**src/rtl/uart_tx_arbiter.sv**
```systemverilog
`default_nettype none
// ============================================================================
// Module      : uart_tx_arbiter
// Description : Round-robin arbiter sharing one UART transmitter among
//               REQ_NUM byte requesters. Supports bounded bursts per grant
//               and an optional SEND watchdog.
// Revision    : 1.0 - initial release
// ============================================================================
module uart_tx_arbiter #(
    parameter int REQ_NUM        = 4,
    parameter int DATA_WIDTH     = 8,
    parameter int BURST_LEN      = 4,
    parameter int TIMEOUT_CYCLES = 0
) (
    input  logic                          clk_i,
    input  logic                          a_rst_n_i,
    input  logic                          en_i,
    input  logic [REQ_NUM-1:0]            req_valid_i,
    input  logic [REQ_NUM*DATA_WIDTH-1:0] req_data_i,
    output logic [REQ_NUM-1:0]            req_ready_o,
    output logic [DATA_WIDTH-1:0]         tx_data_o,
    output logic                          tx_enable_o,
    input  logic                          tx_complete_i,
    output logic [$clog2(REQ_NUM)-1:0]    grant_id_o,
    output logic                          busy_o,
    output logic                          error_o
);

    localparam int ID_W  = $clog2(REQ_NUM);
    localparam int CNT_W = $clog2(BURST_LEN + 1);
    localparam int WD_W  = (TIMEOUT_CYCLES > 1) ? $clog2(TIMEOUT_CYCLES) : 1;

    localparam logic [ID_W-1:0]  LAST_ID   = ID_W'(REQ_NUM - 1);
    localparam logic [CNT_W-1:0] BURST_MAX = CNT_W'(BURST_LEN);
    localparam logic [WD_W-1:0]  WD_LAST   = (TIMEOUT_CYCLES > 0) ? WD_W'(TIMEOUT_CYCLES - 1) : '0;

    typedef enum logic [1:0] {
        IDLE = 2'd0,
        LOAD = 2'd1,
        SEND = 2'd2,
        GAP  = 2'd3
    } state_t;

    state_t                state;
    state_t                state_nxt;
    logic [ID_W-1:0]       rr_ptr;
    logic [CNT_W-1:0]      burst_cnt;
    logic [WD_W-1:0]       wd_cnt;
    logic [ID_W-1:0]       pick_id;
    logic [ID_W-1:0]       scan_id;
    logic                  pick_found;
    logic                  continue_burst;
    logic                  timeout;
    logic                  release_grant;
    logic [ID_W-1:0]       next_ptr;
    logic [DATA_WIDTH-1:0] req_bytes [REQ_NUM];

    // Split the flat data bus into one byte per requester.
    for (genvar g = 0; g < REQ_NUM; g++) begin : g_unpack
        assign req_bytes[g] = req_data_i[g*DATA_WIDTH +: DATA_WIDTH];
    end

    // Circular search for the first pending requester starting at rr_ptr.
    always_comb begin
        pick_found = 1'b0;
        pick_id    = rr_ptr;
        scan_id    = rr_ptr;
        for (int k = 0; k < REQ_NUM; k++) begin
            scan_id = ID_W'((int'(rr_ptr) + k) % REQ_NUM);
            if (!pick_found && req_valid_i[scan_id]) begin
                pick_found = 1'b1;
                pick_id    = scan_id;
            end
        end
    end

    // Burst continuation, watchdog expiry and grant release conditions.
    always_comb begin
        continue_burst = req_valid_i[grant_id_o] && (burst_cnt < BURST_MAX) && en_i;
        timeout        = (TIMEOUT_CYCLES > 0) && (state == SEND) && !tx_complete_i
                         && (wd_cnt == WD_LAST);
        release_grant  = ((state == GAP) && !continue_burst) || timeout;
        next_ptr       = (grant_id_o == LAST_ID) ? '0 : grant_id_o + ID_W'(1);
    end

    // State register; reset drops the state and thus all state-decoded outputs at once.
    always_ff @(posedge clk_i or negedge a_rst_n_i) begin
        if (!a_rst_n_i) begin
            state <= IDLE;
        end else begin
            state <= state_nxt;
        end
    end

    // Next-state logic and state-decoded outputs.
    always_comb begin
        state_nxt   = state;
        req_ready_o = '0;
        tx_enable_o = 1'b0;
        busy_o      = (state != IDLE);
        case (state)
            IDLE: begin
                if (en_i && pick_found) begin
                    state_nxt = LOAD;
                end
            end
            LOAD: begin
                req_ready_o = REQ_NUM'(1) << grant_id_o;
                state_nxt   = SEND;
            end
            SEND: begin
                tx_enable_o = 1'b1;
                if (tx_complete_i) begin
                    state_nxt = GAP;
                end else if (timeout) begin
                    state_nxt = IDLE;
                end
            end
            GAP: begin
                state_nxt = continue_burst ? LOAD : IDLE;
            end
            default: begin
                state_nxt = IDLE;
            end
        endcase
    end

    // Grant, data capture, burst/watchdog counters and round-robin pointer.
    always_ff @(posedge clk_i or negedge a_rst_n_i) begin
        if (!a_rst_n_i) begin
            rr_ptr     <= '0;
            burst_cnt  <= '0;
            wd_cnt     <= '0;
            grant_id_o <= '0;
            tx_data_o  <= '0;
            error_o    <= 1'b0;
        end else begin
            error_o <= timeout;
            wd_cnt  <= (state == SEND) ? wd_cnt + WD_W'(1) : '0;
            if ((state == IDLE) && (state_nxt == LOAD)) begin
                grant_id_o <= pick_id;
            end
            if (state == LOAD) begin
                tx_data_o <= req_bytes[grant_id_o];
                burst_cnt <= burst_cnt + CNT_W'(1);
            end
            if (release_grant) begin
                rr_ptr    <= next_ptr;
                burst_cnt <= '0;
            end
        end
    end

endmodule
`default_nettype wire

```
**config.mk**
```make
export PLATFORM = sky130hd
export DESIGN_NAME = uart_tx_arbiter
export DESIGN_NICKNAME = d
export VERILOG_FILES = /design/src/rtl/uart_tx_arbiter.sv
export SDC_FILE = /design/constraint.sdc
export NUM_CORES = 1
export LEC_CHECK = 0
export ABC_AREA = 1
export BUFFER_PORTS_ARGS = -buffer_cell sky130_fd_sc_hd__buf_2
export CAP_MARGIN = 5
export CELL_PAD_IN_SITES_DETAIL_PLACEMENT = 0
export CELL_PAD_IN_SITES_GLOBAL_PLACEMENT = 1
export CORE_AREA = 2 2 69 77
export DETAILED_ROUTE_END_ITERATION = 6
export DIE_AREA = 0 0 71 79
export PLACE_DENSITY_LB_ADDON = 0.08
export RECOVER_POWER = 100
export SETUP_SLACK_MARGIN = 0.2
export SYNTH_ARGS = -nofsm -noshare
export SYNTH_HDL_FRONTEND = slang
export SYNTH_SLANG_ARGS = --single-unit
```
**constraint.sdc**
```tcl
create_clock -name clk_i -period 1.3 [get_ports clk_i]
set_input_delay 0.13 -clock clk_i [delete_from_list [all_inputs] [get_ports clk_i]]
set_output_delay 0.13 -clock clk_i [all_outputs]
set_load 0.05 [all_outputs]
```
* Yosys cells after proc, flatten, opt, wreduce, memory -nomap -nowiden *
Cells that the tools add are included.

cells by class
  mux-type cells = 29
  add/sub/neg operators = 5
  reductions and logical operators = 15
  shifts and indexed selects = 1
  divide/modulo/power cells = 0
  bitwise gates (word level) = 1
  eq/ne operators = 5
  order comparisons = 7
  multiply operators = 0

operator list
  kind                   number
  $bmux W8 S2            1
  $mux W8                2
  $lt A2 B3 Y1 const B   5
  $mux W2                6
  $mux W1                11
  $bmux W1 S2            5
  $logic_and A1 B1 Y1    8
  $pmux W2 S4            1
  $eq A2 B2 Y1 const B   3
  $mux W3                2
  $add A2 B1 Y2 const B  2
  $add A2 B2 Y2 const B  2
  $eq A2 B1 Y1 const B   2
  $logic_not A1 Y1       4
  $mux W4                1
  $reduce_bool A2 Y1     2
  $shl A1 B2 Y4 const A  1
  $add A3 B1 Y3 const B  1
  $ge A3 B3 Y1 const B   1
  $lt A3 B3 Y1 const B   1
  $not A2 Y3             1
  $logic_not A2 Y1       1

storage, ports and cells
  memory bits (read-only) = 0
  output and inout bits = 17
  word-level logic and storage cells = 68
  register bits = 17
  RAM bits = 0
  latch bits = 0
  memories kept = 0

* Longest topological paths before layout *
Gate-level depths: netlist of the first run.

  word-level depth = 17
  gate-level depth with buffers = 13
  gate-level depth less buffers = 12

* Least setup slack after synthesis of the first run *
No wires, ideal clock.

  path kind = register -> output
  start = reg grant_id_o[0]
  end = out req_ready_o[2]
  stages on the path, launching flop included = 6
  data required time = 1170 ps
  data arrival time = 1973 ps
  setup slack = -803 ps
  cell sequence = dfrtp_1 inv_1 clkbuf_1 ha_1 inv_1 nor2_1

between the ends
  word-level cells in the longest chain between the ends = 2

RTL lines
  item                    RTL line  RTL
  start, declared         24        output logic [$clog2(REQ_NUM)-1:0] grant_id_o,
  start signal, assigned  141       grant_id_o <= pick_id;
  $shl A1 B2 Y4           108       req_ready_o = REQ_NUM'(1) << grant_id_o;
  $mux W4                 101       case (state)
  end, declared           20        output logic [REQ_NUM-1:0] req_ready_o,

No other way between the ends.

* Worst setup path in the final report of the first run *
  start = reg rr_ptr[0]
  end = reg grant_id_o[1]

between the ends
  word-level cells in the longest chain between the ends = 17
  elaborated cells on any way between the ends = 29
  classes of those cells = add/sub: 3; eq/ne: 1; mux: 17; reduce/logical: 8

RTL lines
  item                                                    RTL line  RTL
  start, declared                                         46        logic [ID_W-1:0] rr_ptr;
  start signal, assigned                                  148       rr_ptr <= next_ptr;
  branches (longest 17 deep; another with $add A2 B1 Y2)  -

Parallel ways; which one is timed is not known. The select of a mux whose other input is x is not followed.
A chain may end at the register's enable or synchronous reset.

==> flow_metrics.env, run 1 <==
export IMPL_min_path_cells=3
export IMPL_ys_warn_count=0
export IMPL_rsz0062_at_grt="true"
export IMPL_worst_slack_ns=-0.1399
export IMPL_start_kind="flip-flop"
export IMPL_fillers=479
export IMPL_place_inst=339
export IMPL_clk_latency_ns=0.25
export IMPL_finalHoldViolCount=0
export IMPL_worstPathMaxFanout=7
export IMPL_htreeDepth=1
export IMPL_fin_cells=366
export IMPL_synth_seq_cells=17
export IMPL_utilization=0.5134
export IMPL_synth_distinct_cells=26
export IMPL_antenna_found_initial=0
export IMPL_viasPerCell=4.675
export IMPL_synth_area_leaders="dfrtp_1 (31%), nand2_1 (14%), nor2_1 (13%)"
export IMPL_wl_met3_um=215
export IMPL_pwr_share_comb=0.788
export IMPL_endpoint="grant_id_o[1]"
export IMPL_drc=0
export IMPL_worstPathRequired_ns=1.44
export IMPL_tritoncts="done"
export IMPL_cts_sinks=17
export IMPL_holdWs_ns=0.1589
export IMPL_fp_dieW_um=71
export IMPL_num_vias=1711
export IMPL_crit_chain="buf_6 > nand2_1 > nand2_2 > nand2_2 > nand2_4 > nor2_4 > nand3_2 > nand2_4 > nor2_2 > nand2_1 > nand2_1"
export IMPL_cp_common_cell="nand2_1"
export IMPL_wl_per_cell_um=12.02
export IMPL_reg2reg_slack_ns=-0.14
export IMPL_outcome="finished, violations left"
export IMPL_grt_max_degree=18
export IMPL_die_area_sq_um=5609
export IMPL_grt_overflow=0
export IMPL_area_delta_synth_final_pct=84.40
export IMPL_synthesis_nets=260
export IMPL_avgSynthCellArea_sq_um=6.343
export IMPL_place_congestion=0.7560
export IMPL_floorplan_initialDensity=0.2784
export IMPL_dp_final_hpwl_um=3316
export IMPL_std_cell_rows=27
export IMPL_ant_nets=0
export IMPL_num_antenna_cells=0
export IMPL_r2r_cells=11
export IMPL_drtIter0Drc=54
export IMPL_ir_drop_mv=0.8233
export IMPL_cts_buffer_depth=2
export IMPL_timing_rr_start="rr_ptr[0]"
export IMPL_setup_violations=12
export IMPL_p_seq_frac=0.152
export IMPL_dr_pass1_iters=4
export IMPL_cts_root_buffer="clkbuf_8"
export IMPL_nets=354
export IMPL_placed_area_sq_um=1889
export IMPL_clkPwrFrac=0.060
export IMPL_period_share=1.108
export IMPL_grtUsageTotal=0.1622
export IMPL_hold_path_class="input port to flip-flop"
export IMPL_crit_type="flip-flop to flip-flop"
export IMPL_port_buffers=55
export IMPL_finalCriticalPeriod_ns=1.440
export IMPL_path_clk_slew_ns=0.07
export IMPL_grt_pass1_wl_um=7403
export IMPL_ys_seq_area_frac=0.3119
export IMPL_synth_top_area_frac=0.3119
export IMPL_mostFrequentLayoutCells="nand2_1 (39), buf_2 (38), nor2_1 (25)"
export IMPL_crit_path_end_kind="flip-flop"
export IMPL_r2r_end="grant_id_o[1]"
export IMPL_cts_buffers=3
export IMPL_cellLeakagePower_nw=1.203
export IMPL_routed_top_layer="met4"
export IMPL_critPathSlowestCell="dfrtp_1"
export IMPL_cap_violations=0
export IMPL_drive_above_1_share=0.5747
export IMPL_switchingPower_mw=3.479
export IMPL_layout_commonest_cell="nand2_1"
export IMPL_fin_area_sq_um=2515
export IMPL_io_pins=57
export IMPL_violations="setup timing"
export IMPL_drv_slew=0
export IMPL_wirelength_um=4401
export IMPL_skew_ns=0.003187
export IMPL_max_stage_delay_ns=0.40
export IMPL_power_switching_share=0.5177
export IMPL_grt_pass1_vias=1679
export IMPL_synth_area_sq_um=1364
export IMPL_max_freq_mhz=694.5
export IMPL_power_density_nw_per_um2=2673
export IMPL_power_internal_mw=3.242
export IMPL_synth_cells=215
export IMPL_coreArea_sq_um=4898
export IMPL_yosys_area_top_type="dfrtp_1"
export IMPL_crit_start="rr_ptr[0]"
export IMPL_die_h_um=79
export IMPL_wl_met2_um=2269
export IMPL_crit_arrival_ns=1.58
export IMPL_m1WireLength_um=1893
export IMPL_hp_start="tx_complete_i"
[Yosys cell counts]
master    count
xnor2_1       1
o22ai_1       1
buf_6         1
a21oi_1       3
o21ai_0      20
clkbuf_1      1
nor2_4        1
nand2_4       1
nand2_2       6
ha_1          5
o211ai_1      1
a31oi_1       8
or2_2         1
o21ai_2       1
conb_1        1
inv_2         3
inv_1        17
nand3_2       1
nand4_1       2
nand2_1      52
nor2_2        1
nand3_1      16
nor2_1       48
buf_2         4
buf_4         2
dfrtp_1      17
[layout make-up]
class	instances	area, sq um	share of cell area
inverter	20	95.09	0.03781
clock buffer	4	45.04	0.01791
sequential	17	429.2	0.1706
tap	58	72.57	0.02886
timing repair buffer	96	735.7	0.2925
multi-input combinational	170	1129	0.4488
timing repair inverter	1	8.758	0.003483
[per-stage QoR]
stage / setup TNS (ns) / setup WS, ns / power (mW)
after floorplan: -0.8055 / -0.09076 / 3.789
after detailed placement: -0.4522 / -0.1659 / 4.788
after CTS: -1.086 / -0.1477 / 6.123
final: -1.077 / -0.1399 / 6.722
after global routing: -2.318 / -0.2601 / 7.268
after global placement: -0.3734 / -0.1417 / 4.812
[metal layers]
layer  track usage  vias up
met5             0        -
met4       0.03396        0
met3       0.02919        4
met2        0.2953       45
met1        0.1986      786
li1              -      876
[worst max-delay path, delay by kind of cell (launching register included)]
kind / cells / cell delay [ns]
buffers and inverters: 1 / 0.14
DFF: 1 / 0.40
and+or+nand+nor: 10 / 0.79
[kinds of logic after synthesis]
kind of cell | after synthesis | synth area share
AND/OR/NAND/NOR | 129 | 0.4037
XOR/XNOR | 1 | 0.006423
adder cells (fa/ha/maj) | 5 | 0.04587
buffers and inverters | 28 | 0.09174
flip-flops | 17 | 0.3119
other | 1 | 0.002750
AO/OA/AOI/OAI | 34 | 0.1376
[worst min-delay path by stage]
stage | endpoint | slack, ns
CTS | state[0] | 0.15
floorplan | burst_cnt[0] | -0.17
finish | state[0] | 0.16
global route | tx_data_o[2] | 0.16
global placement | state[1] | 0.08
detailed placement | state[1] | 0.09
[power by group through the flow]
stage	sequential (mW)	clock (mW)	combinational [mW]
floorplan	1.53	0	2.26
global placement	1.01	0	3.81
detailed placement	1.01	0	3.78
CTS	1.00	0.417	4.70
global route	1.06	0.442	5.77
finish	1.02	0.400	5.30
[registers in the layout (all words and copies together) (netlist names)]
register and flops:
state 2, rr_ptr 2, grant_id_o 2, tx_data_o 8
burst_cnt 3
[repair_timing]
item                       4_1_cts  5_1_grt
gates cloned                     0        1
hold buffers                     1        0
pin swaps                       35       32
gates resized for setup         81       58
buffers inserted                16        5
hold endpoints to repair        17        0
setup endpoints to repair       23       24
Note: power is estimated with default switching activity, not from simulation.
==> inputs of run 2 (changes only) <==
ABC_AREA = not set   (was 1)
CORE_AREA = 2 2 59 67   (was 2 2 69 77)
DIE_AREA = 0 0 61 69   (was 0 0 71 79)
clock period = 1.5 ns   (was 1.3 ns; I/O delays follow)
==> run 2 against run 1 <==
The flow still finishes with violations (setup timing). Clock power down 13%. Sequential share of layout area up 7.3 points. Critical path type unchanged. Wire length down 31%. Non-clock buffer count down 26. Global-route usage down 0.96 points. Via count down 37%. Cell area down 29%. Register-to-register slack better by 0.12 ns.
==> flow_metrics.env, run 2 <==
export IMPL_outcome="finished, violations left"
export IMPL_violations="setup timing"
export IMPL_path_clk_slew_ns=0.07
export IMPL_finalHoldViolCount=0
export IMPL_ys_warn_count=0
export IMPL_dp_final_hpwl_um=2282
export IMPL_antenna_found_initial=0
export IMPL_dr_pass1_iters=4
export IMPL_ir_drop_mv=0.8907
export IMPL_reg2reg_slack_ns=-0.02
export IMPL_period_share=1.014
export IMPL_power_density_nw_per_um2=2166
export IMPL_grt_max_degree=18
export IMPL_viasPerCell=4.773
export IMPL_ant_nets=0
export IMPL_area_delta_synth_final_pct=51.65
export IMPL_std_cell_rows=23
export IMPL_largest_register_ffs=8
export IMPL_htreeDepth=1
export IMPL_coreArea_sq_um=3540
export IMPL_synthTopCellsByCount="dfrtp_1 (17), mux2_2 (9), nand2_1 (9)"
export IMPL_die_h_um=69
export IMPL_cts_buffer_depth=2
export IMPL_wl_per_cell_um=13.56
export IMPL_setup_violations=2
export IMPL_num_vias=1074
export IMPL_drive_above_1_share=0.6000
export IMPL_placed_area_sq_um=1574
export IMPL_drtIter0Drc=24
export IMPL_cts_sinks=17
export IMPL_endpoint="rr_ptr[1]"
export IMPL_port_buffers=55
export IMPL_rsz0062_at_grt="true"
export IMPL_utilization=0.5023
export IMPL_holdWs_ns=0.1303
export IMPL_tritoncts="done"
export IMPL_crit_arrival_ns=1.66
export IMPL_reg_top3="tx_data_o (8), burst_cnt (3)"
export IMPL_grt_overflow=0
export IMPL_fp_dieW_um=61
export IMPL_worst_slack_ns=-0.02145
export IMPL_synth_area_sq_um=1172
export IMPL_worstPathRequired_ns=1.64
export IMPL_synth_seq_cells=17
export IMPL_r2r_end="rr_ptr[1]"
export IMPL_max_freq_mhz=657.3
export IMPL_io_pins=57
export IMPL_nets=221
export IMPL_clk_latency_ns=0.25
export IMPL_synthesis_nets=152
export IMPL_finalCriticalPeriod_ns=1.521
export IMPL_grt_pass1_wl_um=4981
export IMPL_cellLeakagePower_nw=0.8044
export IMPL_cts_root_buffer="clkbuf_8"
export IMPL_crit_path_end_kind="flip-flop"
export IMPL_start_kind="flip-flop"
export IMPL_crit_type="flip-flop to flip-flop"
export IMPL_synth_area_leaders="dfrtp_1 (36%), mux4_2 (13%), mux2_2 (8.6%)"
export IMPL_synth_top_area_frac=0.3629
export IMPL_synth_most_common_cell="dfrtp_1"
export IMPL_worstPathMaxFanout=6
export IMPL_skew_ns=0.003316
export IMPL_place_congestion=0.7989
export IMPL_die_area_sq_um=4209
export IMPL_synth_distinct_cells=35
export IMPL_layout_commonest_cell="buf_2"
export IMPL_maxSlewHeadroom=0.3193
export IMPL_tightest_slew_ns=1.021
export IMPL_fin_area_sq_um=1778
export IMPL_top_register="tx_data_o"
export IMPL_yosys_area_top_type="dfrtp_1"
export IMPL_floorplan_initialDensity=0.3312
export IMPL_place_inst=214
export IMPL_grtUsageTotal=0.1526
export IMPL_grt_pass1_vias=1112
export IMPL_wirelength_um=3050
export IMPL_power_total_mw=3.850
export IMPL_async_reset_ff_frac=1.000
export IMPL_crit_start="grant_id_o[0]"
export IMPL_synth_cells=107
export IMPL_r2r_cells=5
export IMPL_mostFrequentLayoutCells="buf_2 (39), dfrtp_1 (13), clkbuf_1 (10)"
export IMPL_fin_cells=225
export IMPL_hold_path_class="input port to flip-flop"
export IMPL_ys_seq_area_frac=0.3629
export IMPL_cap_violations=0
export IMPL_cts_buffers=3
export IMPL_avgSynthCellArea_sq_um=10.96
export IMPL_fillers=351
export IMPL_num_antenna_cells=0
export IMPL_drv_slew=0
export IMPL_drc=0
export IMPL_timing_rr_start="grant_id_o[0]"
export IMPL_ys_flop_type="dfrtp_1"
export IMPL_synth_edf_count=0
## run 2: cell count changes after synthesis, moves of 4 or more
| cell | before | now |
|---|---|---|
| inv_1 | 17 | 8 |
| nand3_1 | 16 | 2 |
| o21ai_0 | 20 | 4 |
| nand2_1 | 52 | 9 |
| nor2b_1 | 0 | 4 |
| mux4_2 | 0 | 7 |
| and2_1 | 0 | 5 |
| nor2_1 | 48 | 2 |
| nand2_2 | 6 | 0 |
| a31oi_1 | 8 | 1 |
| mux2_2 | 0 | 9 |
## run 2: area by class of cell
cell class,count,area (sq um),share of cell area
Clock buffer,4,45.04,0.02533
Inverter,8,30.03,0.01689
Multi-Input combinational cell,76,754.5,0.4243
Sequential cell,17,432.9,0.2435
Tap cell,50,62.56,0.03519
Timing Repair Buffer,70,452.9,0.2547
## run 2: logic make-up (layout without fill, tap and decap cells)
group	count (synthesis)	in the layout	share of synthesized area
simple gates	29	29	0.1356
other cells	1	1	0.003199
mux	21	21	0.2818
flops	17	17	0.3629
buf+inv	14	82	0.05763
compound gates	20	20	0.1057
fa+ha+maj	5	5	0.05336
## run 2: layer usage
metal / vias to the layer above / share of wire / GRT usage
met1: 513 / 0.43 / 0.1917
met4: 0 / 0.0062 / 0.04348
li1: 522 / - / -
met3: 2 / 0.070 / 0.03752
met2: 37 / 0.49 / 0.2533
met5: - / 0 / 0
## run 2: worst max-delay path, stage by stage, from the launching register on
cell     delay, ns
dfrtp_4       0.52
buf_6         0.14
mux2i_2       0.18
a21oi_2       0.09
a21oi_2       0.17
mux2_4        0.31
## run 2: timing repair
action                                  CTS  global route
resized for setup                        20            24
setup buffers                             4             2
endpoints found under the setup margin   20            22
pin swaps                                 4             4
endpoints found under the hold margin    17             0
hold buffers                              1             0
## run 2: power by group
part	leakage, nW	total, mW	switching, mW	internal, mW
clock network	0.0228	0.347	0.158	0.188
registers	0.200	0.926	0.218	0.707
logic	0.582	2.58	1.42	1.16
total	0.804	3.85	1.80	2.05
## run 2: worst min path at each step
stage	slack, ns	end	start	cells past startpoint
CTS	0.13	state[0]	tx_complete_i	3
finish	0.13	state[0]	tx_complete_i	3
global placement	0.11	tx_data_o[6]	a_rst_n_i	1
floorplan	-0.15	burst_cnt[0]	a_rst_n_i	0
global route	0.15	state[0]	tx_complete_i	3
detailed placement	0.11	tx_data_o[6]	a_rst_n_i	1
## run 2: through the flow
step	setup slack [ns]	setup TNS, ns
final	-0.02145	-0.03007
after global routing	-0.07988	-0.5046
after detailed placement	-0.04744	-0.08209
after CTS	-0.02390	-0.1051
after global placement	-0.008294	-0.008294
after floorplan	-0.09253	-0.6454
==> inputs of run 3 (changes only) <==
ABC_AREA = 1   (was not set)
CAP_MARGIN = not set   (was 5)
CORE_AREA = 2 2 66 74   (was 2 2 59 67)
DIE_AREA = 0 0 68 76   (was 0 0 61 69)
==> run 3 against run 2 <==
The run now ends clean. Cell count is 57% higher. Via count is 53% higher. Clock skew is 0.00061 ns higher. Worst setup slack better by 0.076 ns. Hold slack better by 0.0099 ns. First-iteration DRC count is 4.2% higher. Sequential share of layout area is 6.8 points lower. Core utilization is 4.1 points higher. Wire length is 47% higher. Sequential power is 4.4% lower. Largest power group unchanged. Cell area is 37% higher. Fmax is 5.3% higher.
==> flow_metrics.env, run 3 (same netlist as run 1, synthesis figures left out) <==
export IMPL_outcome="finished, final reports clean"
export IMPL_critPathSlowestCell="dfrtp_2"
export IMPL_reg_top3="tx_data_o (8), burst_cnt (3)"
export IMPL_power_total_mw=5.631
export IMPL_drc=0
export IMPL_std_cell_rows=26
export IMPL_crit_chain="buf_6 > inv_6 > ha_4 > inv_2 > nor2_4 > buf_6"
export IMPL_cts_root_buffer="clkbuf_8"
export IMPL_area_delta_synth_final_pct=78.90
export IMPL_tns_ns=0
export IMPL_viasPerCell=4.652
export IMPL_nets=343
export IMPL_mostFrequentLayoutCells="nand2_1 (38), buf_2 (38), nor2_1 (26)"
export IMPL_start_kind="flip-flop"
export IMPL_drive_above_1_share=0.5354
export IMPL_grt_max_degree=19
export IMPL_grt_pass1_vias=1542
export IMPL_io_pins=57
export IMPL_die_h_um=76
export IMPL_wl_per_cell_um=12.74
export IMPL_place_inst=328
export IMPL_power_density_nw_per_um2=2308
export IMPL_switchingPower_mw=3.024
export IMPL_largest_register_ffs=8
export IMPL_period_share=0.9636
export IMPL_grt_overflow=0
export IMPL_grt_pass1_wl_um=6831
export IMPL_grtUsageTotal=0.1703
export IMPL_place_congestion=0.7368
export IMPL_fin_area_sq_um=2440
export IMPL_ir_drop_mv=0.8977
export IMPL_clkPwrFrac=0.063
export IMPL_crit_arrival_ns=1.30
export IMPL_finalCriticalPeriod_ns=1.445
export IMPL_drv_slew=0
export IMPL_tritoncts="done"
export IMPL_pwr_share_comb=0.780
export IMPL_cts_buffers=3
export IMPL_cts_buffer_depth=2
export IMPL_maxSlewHeadroom=0.3290
export IMPL_fp_dieW_um=68
export IMPL_port_buffers=55
export IMPL_skew_ns=0.003930
export IMPL_cp_common_cell="buf_6"
export IMPL_num_vias=1642
export IMPL_crit_type="flip-flop to primary output"
export IMPL_tightest_slew_ns=1.006
export IMPL_fillers=472
export IMPL_finalHoldViolCount=0
export IMPL_dr_pass1_iters=5
export IMPL_num_antenna_cells=0
export IMPL_holdWs_ns=0.1402
export IMPL_clk_latency_ns=0.25
export IMPL_power_internal_mw=2.607
export IMPL_cellLeakagePower_nw=1.146
export IMPL_wirelength_um=4496
export IMPL_ant_nets=0
export IMPL_worstPathRequired_ns=1.35
export IMPL_path_clk_slew_ns=0.07
export IMPL_cap_violations=0
export IMPL_fin_cells=353
export IMPL_p_seq_frac=0.157
export IMPL_top_register="tx_data_o"
export IMPL_hold_path_class="input port to flip-flop"
export IMPL_power_switching_share=0.5371
export IMPL_antenna_found_initial=0
export IMPL_crit_buf_inv=4
export IMPL_worstPathMaxFanout=4
export IMPL_rsz0062_at_grt="true"
export IMPL_cts_sinks=17
export IMPL_crit_path_end_kind="primary output"
export IMPL_max_stage_delay_ns=0.44
export IMPL_floorplan_initialDensity=0.3038
export IMPL_htreeDepth=1
export IMPL_die_area_sq_um=5168
export IMPL_coreArea_sq_um=4489
export IMPL_setup_violations=0
export IMPL_drtIter0Drc=25
export IMPL_crit_family="flip-flops"
export IMPL_placed_area_sq_um=1787
export IMPL_dp_final_hpwl_um=2953
export IMPL_max_freq_mhz=691.8
-- run 3: cell types whose count changed in the layout (fill, tap and decap cells not counted), sizes merged, moves of 10 or more --
| cell | before | now |
|---|---|---|
| nand3 | 2 | 17 |
| nand2 | 9 | 59 |
| mux2 | 10 | 0 |
| buf | 58 | 71 |
| nor2 | 3 | 50 |
| inv | 8 | 20 |
| o21ai | 4 | 21 |
-- run 3: stage by stage --
| stage | setup slack [ns] | utilization |
|---|---|---|
| global route | -0.03794 | 0.5435 |
| finish | 0.05457 | 0.5435 |
| CTS | 0.06373 | 0.4771 |
| detailed placement | 0.06071 | 0.3980 |
| floorplan | 0.06604 | - |
| global placement | 0.03209 | 0.3980 |
-- run 3: power groups by stage --
stage	combinational [mW]	clock [mW]	sequential, mW
after floorplan	1.90	0	1.30
after global placement	3.02	0	0.864
after detailed placement	3.01	0	0.861
after CTS	3.75	0.371	0.867
after global routing	4.76	0.395	0.916
final	4.39	0.354	0.885
-- run 3: repair_timing --
item,in CTS,in global routing
resized for setup,60,83
setup endpoints to repair,14,23
endpoints found under the hold margin,17,0
gates cloned,0,3
buffers inserted,13,4
pin swaps,12,41
hold buffers,1,0
-- run 3: worst reg2reg max path: cells and delay by family, from the launching register on --
kind / cells / cell delay [ns]
simple gates: 10 / 0.72
flops: 1 / 0.38
buf+inv: 2 / 0.22
-- run 3: metal layers --
metal | vias to the layer above | GRT usage | routed length (um)
met4 | 0 | 0.04800 | 59
met2 | 37 | 0.3039 | 2414
met1 | 747 | 0.2047 | 1851
li1 | 854 | - | -
met5 | - | 0 | 0
met3 | 4 | 0.02511 | 171
-- run 3: cell type report --
cell class,count,area [sq um],share of cell area
timing repair inverter,1,8.758,0.003590
tap,56,70.07,0.02872
sequential,17,429.2,0.1759
clock buffer,3,41.29,0.01692
clock inverter,1,5.005,0.002051
multi-input combinational,170,1145,0.4692
inverter,20,100.1,0.04103
timing repair buffer,85,640.6,0.2626
-- run 3: path summary, 6_finish.rpt --
| kind | start | end | slack (ns) | cells after the start |
|---|---|---|---|---|
| max | grant_id_o[0] | req_ready_o[2] | 0.05 | 6 |
| min | tx_complete_i | state[0] | 0.14 | 3 |
| max reg2reg | rr_ptr[0] | grant_id_o[1] | 0.07 | 12 |
| min reg2reg | burst_cnt[1] | burst_cnt[1] | 0.51 | 2 |
| max in group asynchronous | a_rst_n_i | rr_ptr[1] | 0.24 | 2 |
| min in group asynchronous | a_rst_n_i | tx_data_o[7] | 0.58 | 2 |
